===== config.mk =====
export PLATFORM = sky130hd
export DESIGN_NAME = cal_seq
export DESIGN_NICKNAME = d
export VERILOG_FILES = /design/src/rtl/cal_seq.sv
export SDC_FILE = /design/constraint.sdc
export NUM_CORES = 1
export LEC_CHECK = 0
export ABC_AREA = 0
export CORE_MARGIN = 10
export CORE_UTILIZATION = 50
export DETAILED_ROUTE_END_ITERATION = 8
export GPL_TIMING_DRIVEN = 0
export HOLD_SLACK_MARGIN = 0.03
export PLACE_DENSITY_LB_ADDON = 0.25
export SYNTH_ARGS = -nofsm -noshare
export SYNTH_HDL_FRONTEND = slang
export SYNTH_SLANG_ARGS = --single-unit

===== constraint.sdc =====
create_clock -name clk_sys -period 3.59 [get_ports clk_sys]
set_clock_uncertainty 0.15 [all_clocks]
set_input_delay 0.8975 -clock clk_sys [delete_from_list [all_inputs] [get_ports clk_sys]]
set_output_delay 0.8975 -clock clk_sys [all_outputs]
set_load 0.02 [all_outputs]

===== src/rtl/cal_seq.sv =====
// cal_seq: calibration sweep sequencer (clk_sys domain).
// Steps the 6-bit calibration divider setting from a start value to a stop
// value. For each point it strobes cal_load, waits a settle interval, then
// holds cal_start for a dwell interval. Every output is a flop because
// cal_start and cal_para are consumed in the clk_dds domain.
module cal_seq #(
  parameter int DWELL_W  = 16,
  parameter int SETTLE_W = 8
) (
  input  logic                clk_sys,
  input  logic                rst_n,
  input  logic                seq_start,
  input  logic                seq_abort,
  input  logic [5:0]          para_first,
  input  logic [5:0]          para_last,
  input  logic [5:0]          para_step,
  input  logic [SETTLE_W-1:0] settle,
  input  logic [DWELL_W-1:0]  dwell,
  output logic [5:0]          cal_para,
  output logic                cal_load,
  output logic                cal_start,
  output logic                busy,
  output logic                done,
  output logic                aborted,
  output logic [5:0]          point_idx
);

  localparam logic [2:0] S_IDLE   = 3'd0;
  localparam logic [2:0] S_LOAD   = 3'd1;
  localparam logic [2:0] S_SETTLE = 3'd2;
  localparam logic [2:0] S_RUN    = 3'd3;
  localparam logic [2:0] S_NEXT   = 3'd4;
  localparam logic [2:0] S_FIN    = 3'd5;

  localparam logic [SETTLE_W-1:0] SETTLE_ZERO = {SETTLE_W{1'b0}};
  localparam logic [SETTLE_W-1:0] SETTLE_ONE  = {{(SETTLE_W-1){1'b0}}, 1'b1};
  localparam logic [DWELL_W-1:0]  DWELL_ZERO  = {DWELL_W{1'b0}};
  localparam logic [DWELL_W-1:0]  DWELL_ONE   = {{(DWELL_W-1){1'b0}}, 1'b1};

  // FSM state
  logic [2:0]          state_q,  state_d;
  // Shadow copies of the sweep configuration, frozen for the whole sweep
  logic [5:0]          last_q,   last_d;
  logic [5:0]          step_q,   step_d;
  logic [SETTLE_W-1:0] settle_q, settle_d;
  logic [DWELL_W-1:0]  dwell_q,  dwell_d;
  // Down-counters for the settle and dwell intervals
  logic [SETTLE_W-1:0] scnt_q,   scnt_d;
  logic [DWELL_W-1:0]  dcnt_q,   dcnt_d;
  // Current setting (doubles as the cal_para output flop) and point index
  logic [5:0]          cur_q,    cur_d;
  logic [5:0]          idx_q,    idx_d;
  // Output flops
  logic                load_q,   load_d;
  logic                start_q,  start_d;
  logic                busy_q,   busy_d;
  logic                done_q,   done_d;
  logic                abrt_q,   abrt_d;

  logic [6:0]          nxt_s;
  logic [DWELL_W-1:0]  dload_s;
  logic                abort_s;

  // Next-state, counter and output decode for the sweep sequencer
  always_comb begin
    state_d  = state_q;
    last_d   = last_q;
    step_d   = step_q;
    settle_d = settle_q;
    dwell_d  = dwell_q;
    scnt_d   = scnt_q;
    dcnt_d   = dcnt_q;
    cur_d    = cur_q;
    idx_d    = idx_q;
    abort_s  = 1'b0;

    // 7-bit sum so a step past 63 is visible in bit 6
    nxt_s = {1'b0, cur_q} + {1'b0, step_q};

    // RUN lasts dwell cycles, with dwell=0 behaving like dwell=1
    if (dwell_q == DWELL_ZERO) begin
      dload_s = DWELL_ZERO;
    end else begin
      dload_s = dwell_q - DWELL_ONE;
    end

    case (state_q)
      S_IDLE: begin
        if (seq_start) begin
          last_d   = para_last;
          step_d   = para_step;
          settle_d = settle;
          dwell_d  = dwell;
          cur_d    = para_first;
          idx_d    = 6'd0;
          state_d  = S_LOAD;
        end else begin
          state_d  = S_IDLE;
        end
      end
      S_LOAD: begin
        if (settle_q != SETTLE_ZERO) begin
          scnt_d  = settle_q - SETTLE_ONE;
          state_d = S_SETTLE;
        end else begin
          dcnt_d  = dload_s;
          state_d = S_RUN;
        end
      end
      S_SETTLE: begin
        if (scnt_q == SETTLE_ZERO) begin
          dcnt_d  = dload_s;
          state_d = S_RUN;
        end else begin
          scnt_d  = scnt_q - SETTLE_ONE;
        end
      end
      S_RUN: begin
        if (dcnt_q == DWELL_ZERO) begin
          state_d = S_NEXT;
        end else begin
          dcnt_d  = dcnt_q - DWELL_ONE;
        end
      end
      S_NEXT: begin
        if ((step_q == 6'd0) || nxt_s[6] || (nxt_s[5:0] > last_q)) begin
          state_d = S_FIN;
        end else begin
          cur_d   = nxt_s[5:0];
          idx_d   = idx_q + 6'd1;
          state_d = S_LOAD;
        end
      end
      S_FIN: begin
        state_d = S_IDLE;
      end
      default: begin
        state_d = S_IDLE;
      end
    endcase

    // Abort overrides any transition outside IDLE; cal_para and the index
    // stay frozen because cal_para may only move together with cal_load
    if ((state_q != S_IDLE) && seq_abort) begin
      state_d = S_IDLE;
      cur_d   = cur_q;
      idx_d   = idx_q;
      abort_s = 1'b1;
    end else begin
      abort_s = 1'b0;
    end

    // Outputs are decoded from the next state and registered
    load_d  = (state_d == S_LOAD);
    start_d = (state_d == S_RUN);
    done_d  = (state_d == S_FIN);
    abrt_d  = abort_s;
    // busy stays high through the aborted-pulse cycle
    busy_d  = (state_d != S_IDLE) || abort_s;
  end

  // State and output registers with synchronous active-low reset
  always_ff @(posedge clk_sys) begin
    if (!rst_n) begin
      state_q  <= S_IDLE;
      last_q   <= 6'd0;
      step_q   <= 6'd0;
      settle_q <= SETTLE_ZERO;
      dwell_q  <= DWELL_ZERO;
      scnt_q   <= SETTLE_ZERO;
      dcnt_q   <= DWELL_ZERO;
      cur_q    <= 6'd0;
      idx_q    <= 6'd0;
      load_q   <= 1'b0;
      start_q  <= 1'b0;
      busy_q   <= 1'b0;
      done_q   <= 1'b0;
      abrt_q   <= 1'b0;
    end else begin
      state_q  <= state_d;
      last_q   <= last_d;
      step_q   <= step_d;
      settle_q <= settle_d;
      dwell_q  <= dwell_d;
      scnt_q   <= scnt_d;
      dcnt_q   <= dcnt_d;
      cur_q    <= cur_d;
      idx_q    <= idx_d;
      load_q   <= load_d;
      start_q  <= start_d;
      busy_q   <= busy_d;
      done_q   <= done_d;
      abrt_q   <= abrt_d;
    end
  end

  assign cal_para  = cur_q;
  assign cal_load  = load_q;
  assign cal_start = start_q;
  assign busy      = busy_q;
  assign done      = done_q;
  assign aborted   = abrt_q;
  assign point_idx = idx_q;

endmodule


# Yosys cells after proc, flatten, opt, wreduce, memory -nomap -nowiden
# Index checks and enable logic that the tools add are counted.
# op_classes
n_mul,0
bitwise_logic,1
n_addsub,6
order_cmp,1
div,0
n_shift,0
muxes,22
n_eq_ne,14
reduce_logical,19
# ops
operator,n
$mux W16,4
$pmux W16 S3,1
$logic_not A16 Y1,2
$sub A16 B1 Y16 const B,2
$mux W6,4
$pmux W6 S2,2
$mux W8,2
$pmux W8 S2,1
$sub A8 B1 Y8 const B,2
$pmux W3 S5,1
$ne A2 B2 Y1 const B,7
$mux W3,4
$eq A3 B2 Y1 const B,3
$reduce_bool A3 Y1,3
$logic_not A8 Y1,1
$reduce_and A4 Y1,2
$reduce_bool A8 Y1,1
$add A6 B6 Y7,1
$add A6 B1 Y6 const B,1
$eq A3 B1 Y1 const B,2
$eq A3 B3 Y1 const B,2
$gt A6 B6 Y1,1
$logic_not A6 Y1,1
$reduce_bool A2 Y1,2
7 further kinds,11
# word_totals
romBits,0
mem_count,0
ram_bits,0
register_bits,80
word_cells,77
latchBits,0

# Longest topological paths before layout
# depth
ltp_word,8
ltp_mapped,13

# Least setup slack after synthesis
# OpenSTA, ideal clock, no wires.
# synth_path
path_kind,register to register
start,"register cur_q[0], in the netlist cal_para[0]"
end,"register cur_q[5], in the netlist cal_para[5]"
n_path_buf,1
arrival_ns,3.254
t_required_ns,3.366
period_less_slack_ns,3.478
setup_slack_ns,0.112
path_stages_with_launch,14
setup_time_ns,0.074
path_cell_list,dfxtp_1 -> ha_1 -> fa_1 -> a21o_1 -> a21oi_1 -> xnor2_1 -> ha_1 -> and4_1 -> nand3_1 -> a211o_1 -> a211oi_2 -> clkbuf_1 -> o21ai_0 -> a31oi_1
# synth_via
elab_chain_len,5
elab_cells_between_ends,8
# synth_lines
item,line,source
from (decl),51,"logic [5:0] cur_q, cur_d;"
from (signal assigned),187,cur_q <= cur_d;
$add A6 B6 Y7 (*),78,"nxt_s = {1'b0, cur_q} + {1'b0, step_q};"
$gt A6 B6 Y1 / $logic_or A1 B1 Y1 (equally long branches),126,if ((step_q == 6'd0) || nxt_s[6] || (nxt_s[5:0] > last_q)) begin
$logic_or A1 B1 Y1,126,
$ne A2 B2 Y1 (no line),-,
$reduce_and A4 Y1 (no line),-,
# Every way passes the cells marked *; elsewhere a longest branch is shown, timed or not. The select of a mux whose other input is x is not followed.
# A chain may end at the register's enable or synchronous reset.

# Worst setup path after layout
# layout_path
start,"register cur_q[0], in the netlist cal_para[0]"
end,"register idx_q[2], in the netlist point_idx[2]"
# layout_via
elab_chain_len,5
elab_cells_between_ends,6
# layout_lines
item,line,source
$add A6 B6 Y7 (*),78,
$gt A6 B6 Y1 / $logic_or A1 B1 Y1 (equally long branches),126,
$logic_or A1 B1 Y1 (*),126,
$ne A2 B2 Y1 (no line) (*),-,
$reduce_and A4 Y1 (no line) (*),-,
to (signal assigned),188,idx_q <= idx_d;
to (decl),52,"logic [5:0] idx_q, idx_d;"
# Every way passes the cells marked *; elsewhere a longest branch is shown, timed or not.

==> results.toml <==
[status]
status = "finished, final reports clean"

[worst_setup_path]
critPathCaptureType = "register"
timing_worst_setup_path_type = "register to register"
worstPathMaxFanout = 3
rr_endpoint = "point_idx[2]$_SDFFE_PN0P_"
worstPathRequired_ns = 3.68
kind_of_start_point_of_the_critical_path = "register"
rr_startpoint = "cal_para[0]$_SDFFE_PN0P_"
rrSetupSlack_ns = 0.12
data_arrival_critical_path_ns = 3.56
timing.reg2reg.worst_path_depth = 13

[finish]
flow.area_growth_from_synthesis_pct = 23.06
net_count_final = 706
fill_cells = 802
final_util_pct = 62.40
finished_layout_cells = 756
antennaDiodeCount = 0
drive_above_1_share_pct = 5.864

[die]
die_height_um = 113.6
num_io_pins = 63
dieArea_um2 = 12900
placementRows = 34
chipWidth_um = 113.6
start_util_pct = 50.71
fp.coreArea_um2 = 8636

[route]
drt_wl_total_um = 12470
1st_pass_router_iterations = 5
detail_route.wl_per_cell_um = 16.49
detail_route.drc_violations = 0
vias = 4398
post_drt_via_cell_ratio = 5.817
drt_first_iter_violations = 257
detail-route-antenna-nets = 0

[cts]
htree_num_levels = 3
clk_root_buffer_cell = "clkbuf_8"
cts_tree = "yes"
numCtsBuffers = 9
cts_hold_buf = 0
cts_buffer_depth = 2
clk-insertion-delay-late_ns = 0.34
number_of_sinks_handled_by_clock_tree_synthesis = 80
clk_pin_slew_worst_paths_ns = 0.08

[place]
placed_cells_incl_taps = 738
final_wtd_congestion = 0.9139
place.port_buffers = 61
dp_hpwl_um = 9374

[yosys]
synthFlopType = "dfxtp_1"
ys_seq_area_share_pct = 36.57
syn_avg_cell_area_um2 = 7.696
async_reset_ff_share_pct = 0
number_of_enable_flip_flop_cells_after_synthesis = 0
synth_area_leader_cell = "dfxtp_1"
synth_top_cell_area_share_pct = 36.57
synth.cell_area_um2 = 4379
syn_nets = 632
synth.top_cells.by_area = "dfxtp_1 37%, nand2_1 9.8%, a21oi_1 8.2%, ha_1 4.6%, o21ai_0 3.7%"
synthesis.yosys.warnings = 0
postSynthCellCount = 569
ys_seq_elements = 80
post_synth_num_cell_types = 65

[min_path]
worstHoldPathCells = 2
hold_path_startpoint = "last_q[3]$_SDFFE_PN0P_"
holdPathEnd = "last_q[3]$_SDFFE_PN0P_"
worst_hold_path_type = "register to register"

[power]
static-leakage-power_uw = 0.002029
post_layout_total_power_uw = 4629
ir_drop_mv = 0.4134
power-per-cell-area_nw_per_um2 = 859.1

[sta]
finalMaxSlewViolations = 0
finalCritPeriodShare_pct = 96.69
timing_worst_slew_pin_value_ns = 0.8300
max-slew-margin-rel_pct = 44.15
finalSetupViolations = 0
post-route-min-period_ns = 3.471
totalNegativeSetupSlack_ns = 0
fin_hold_ws_ns = 0.3154
finalHoldViolCount = 0
max_freq_mhz = 288.1

[global_routing]
antenna_found_initial = 0
number_of_global_route_vias_before_repair = 4181
globalRoute.totalOverflow = 0
grt_max_degree = 13
groute.usage.overall_pct = 19.34
grt_first_pass_wirelength_um = 20790

[run]
max_cap_viol_count = 0
==> repair_timing <==
action | in CTS | in global routing
buffers inserted | 2 | 0
resized for setup | 2 | 5
endpoints found under the setup margin | 8 | 8
pin swaps | 1 | 3
hold endpoints to repair | 0 | 0
==> state kept, by name, summed over array words and instances, names as in the netlist <==
signal	cells
aborted	1
busy	1
cal_load	1
cal_para	6
cal_start	1
dcnt_q	16
done	1
dwell_q	16
last_q	6
point_idx	6
scnt_q	8
settle_q	8
state_q	3
step_q	6
==> routing by layer <==
metal,up-vias,global-route usage (%),share of wire [%]
met3,15,4.409,6.9
met5,-,0,0
li1,2196,-,-
met1,2033,26.39,48
met2,154,29.52,44
met4,0,6.091,1.3
==> critical path, cell delays in order (launching register included) <==
cell and delay (ns):
dfxtp_1 0.34, ha_1 0.25, fa_2 0.36, a21o_1 0.18
a21oi_1 0.17, xnor2_1 0.11, ha_1 0.29, and4_1 0.21
nand3_1 0.13, a211o_4 0.39, a211oi_4 0.25, buf_4 0.17
nand2_1 0.06, mux2_2 0.27
==> area by class of cell <==
cell class / count / area, µm² / share of cell area (%)
plain buffers: 31 / 130.1 / 2.415
clock buffers: 13 / 148.9 / 2.763
clock inverters: 3 / 65.06 / 1.207
inverters: 18 / 67.56 / 1.254
multi-input cells: 440 / 2615 / 48.53
flip-flops and latches: 80 / 1602 / 29.72
well taps: 108 / 135.1 / 2.508
repair buffers: 63 / 625.6 / 11.61
==> power by group <==
group	total, µW	internal (µW)	switching [µW]
clock network	741	411	330
registers	1340	1110	232
logic	2540	1000	1540
total	4630	2520	2100
==> worst max path at each step <==
stage / to / startpoint / depth (start not counted)
floorplan: cal_para[5]$_SDFFE_PN0P_ / cal_para[0]$_SDFFE_PN0P_ / 13
global placement: cal_para[5]$_SDFFE_PN0P_ / cal_para[0]$_SDFFE_PN0P_ / 13
detailed placement: cal_para[5]$_SDFFE_PN0P_ / cal_para[0]$_SDFFE_PN0P_ / 13
CTS: point_idx[3]$_SDFFE_PN0P_ / cal_para[0]$_SDFFE_PN0P_ / 12
global route: cal_para[5]$_SDFFE_PN0P_ / cal_para[0]$_SDFFE_PN0P_ / 13
finish: point_idx[2]$_SDFFE_PN0P_ / cal_para[0]$_SDFFE_PN0P_ / 13
==> cell families (layout without fill, tap and decap cells) <==
group                      after synthesis  in the layout  share of synthesized area [%]
xor gates and xnor gates                14             14                          2.800
and+or+nand+nor                        233            233                          25.31
AOI/OAI and AO/OA                      165            165                          23.26
muxes                                   11             11                          2.600
buffers and inverters                   49            128                          4.428
DFF                                     80             80                          36.57
adders and majority gates               17             17                          5.029
==> synth_stat cells, types with 5 or more instances <==
master / n
a211oi_1: 7
a21oi_1: 72
clkbuf_1: 26
dfxtp_1: 80
ha_1: 16
inv_1: 17
mux2i_1: 8
nand2_1: 114
nand3_1: 10
nor2_1: 40
nor3_1: 16
nor4_1: 8
o211ai_1: 6
o21ai_0: 32
o22ai_1: 7
or3_1: 5
or4_1: 7
xnor2_1: 8
xor2_1: 6
==> metrics by stage <==
| stage | setup slack [ns] | instance area, µm² |
|---|---|---|
| 6_report | 0.1187 | 5389 |
| 5_1_grt | -0.01047 | 5389 |
| 4_1_cts | 0.006364 | 5363 |
| 3_5_place_dp | -0.2680 | 5125 |
| 3_3_place_gp | -0.2267 | 5125 |
| 2_1_floorplan | 0.1121 | 4379 |
==> layout by cell type, fill, tap and decap left out, drive strengths merged, types with 3 or more instances in the layout <==
master	Yosys	final
nor2b	3	3
clkdlybuf4s50	0	61
ha	16	16
a32o	3	3
dfxtp	80	80
or3	5	5
a21oi	72	72
o211ai	6	6
a31o	3	3
nand3	10	10
inv	18	18
nand2	114	114
clkbuf	27	40
xor2	6	6
and3	4	4
nor2	40	40
nor3	17	17
o32ai	3	3
nor4	9	9
buf	4	6
nand2b	4	4
o21a	3	3
xnor2	8	8
a32oi	3	3
a211oi	8	8
a311oi	3	3
a21o	3	3
mux2	3	3
nand4	4	4
o2111ai	3	3
mux2i	8	8
or4	8	8
nor4b	3	3
o21ai	33	33
o22ai	7	7
nor3b	4	4
Power figures use the tool's default switching activity.
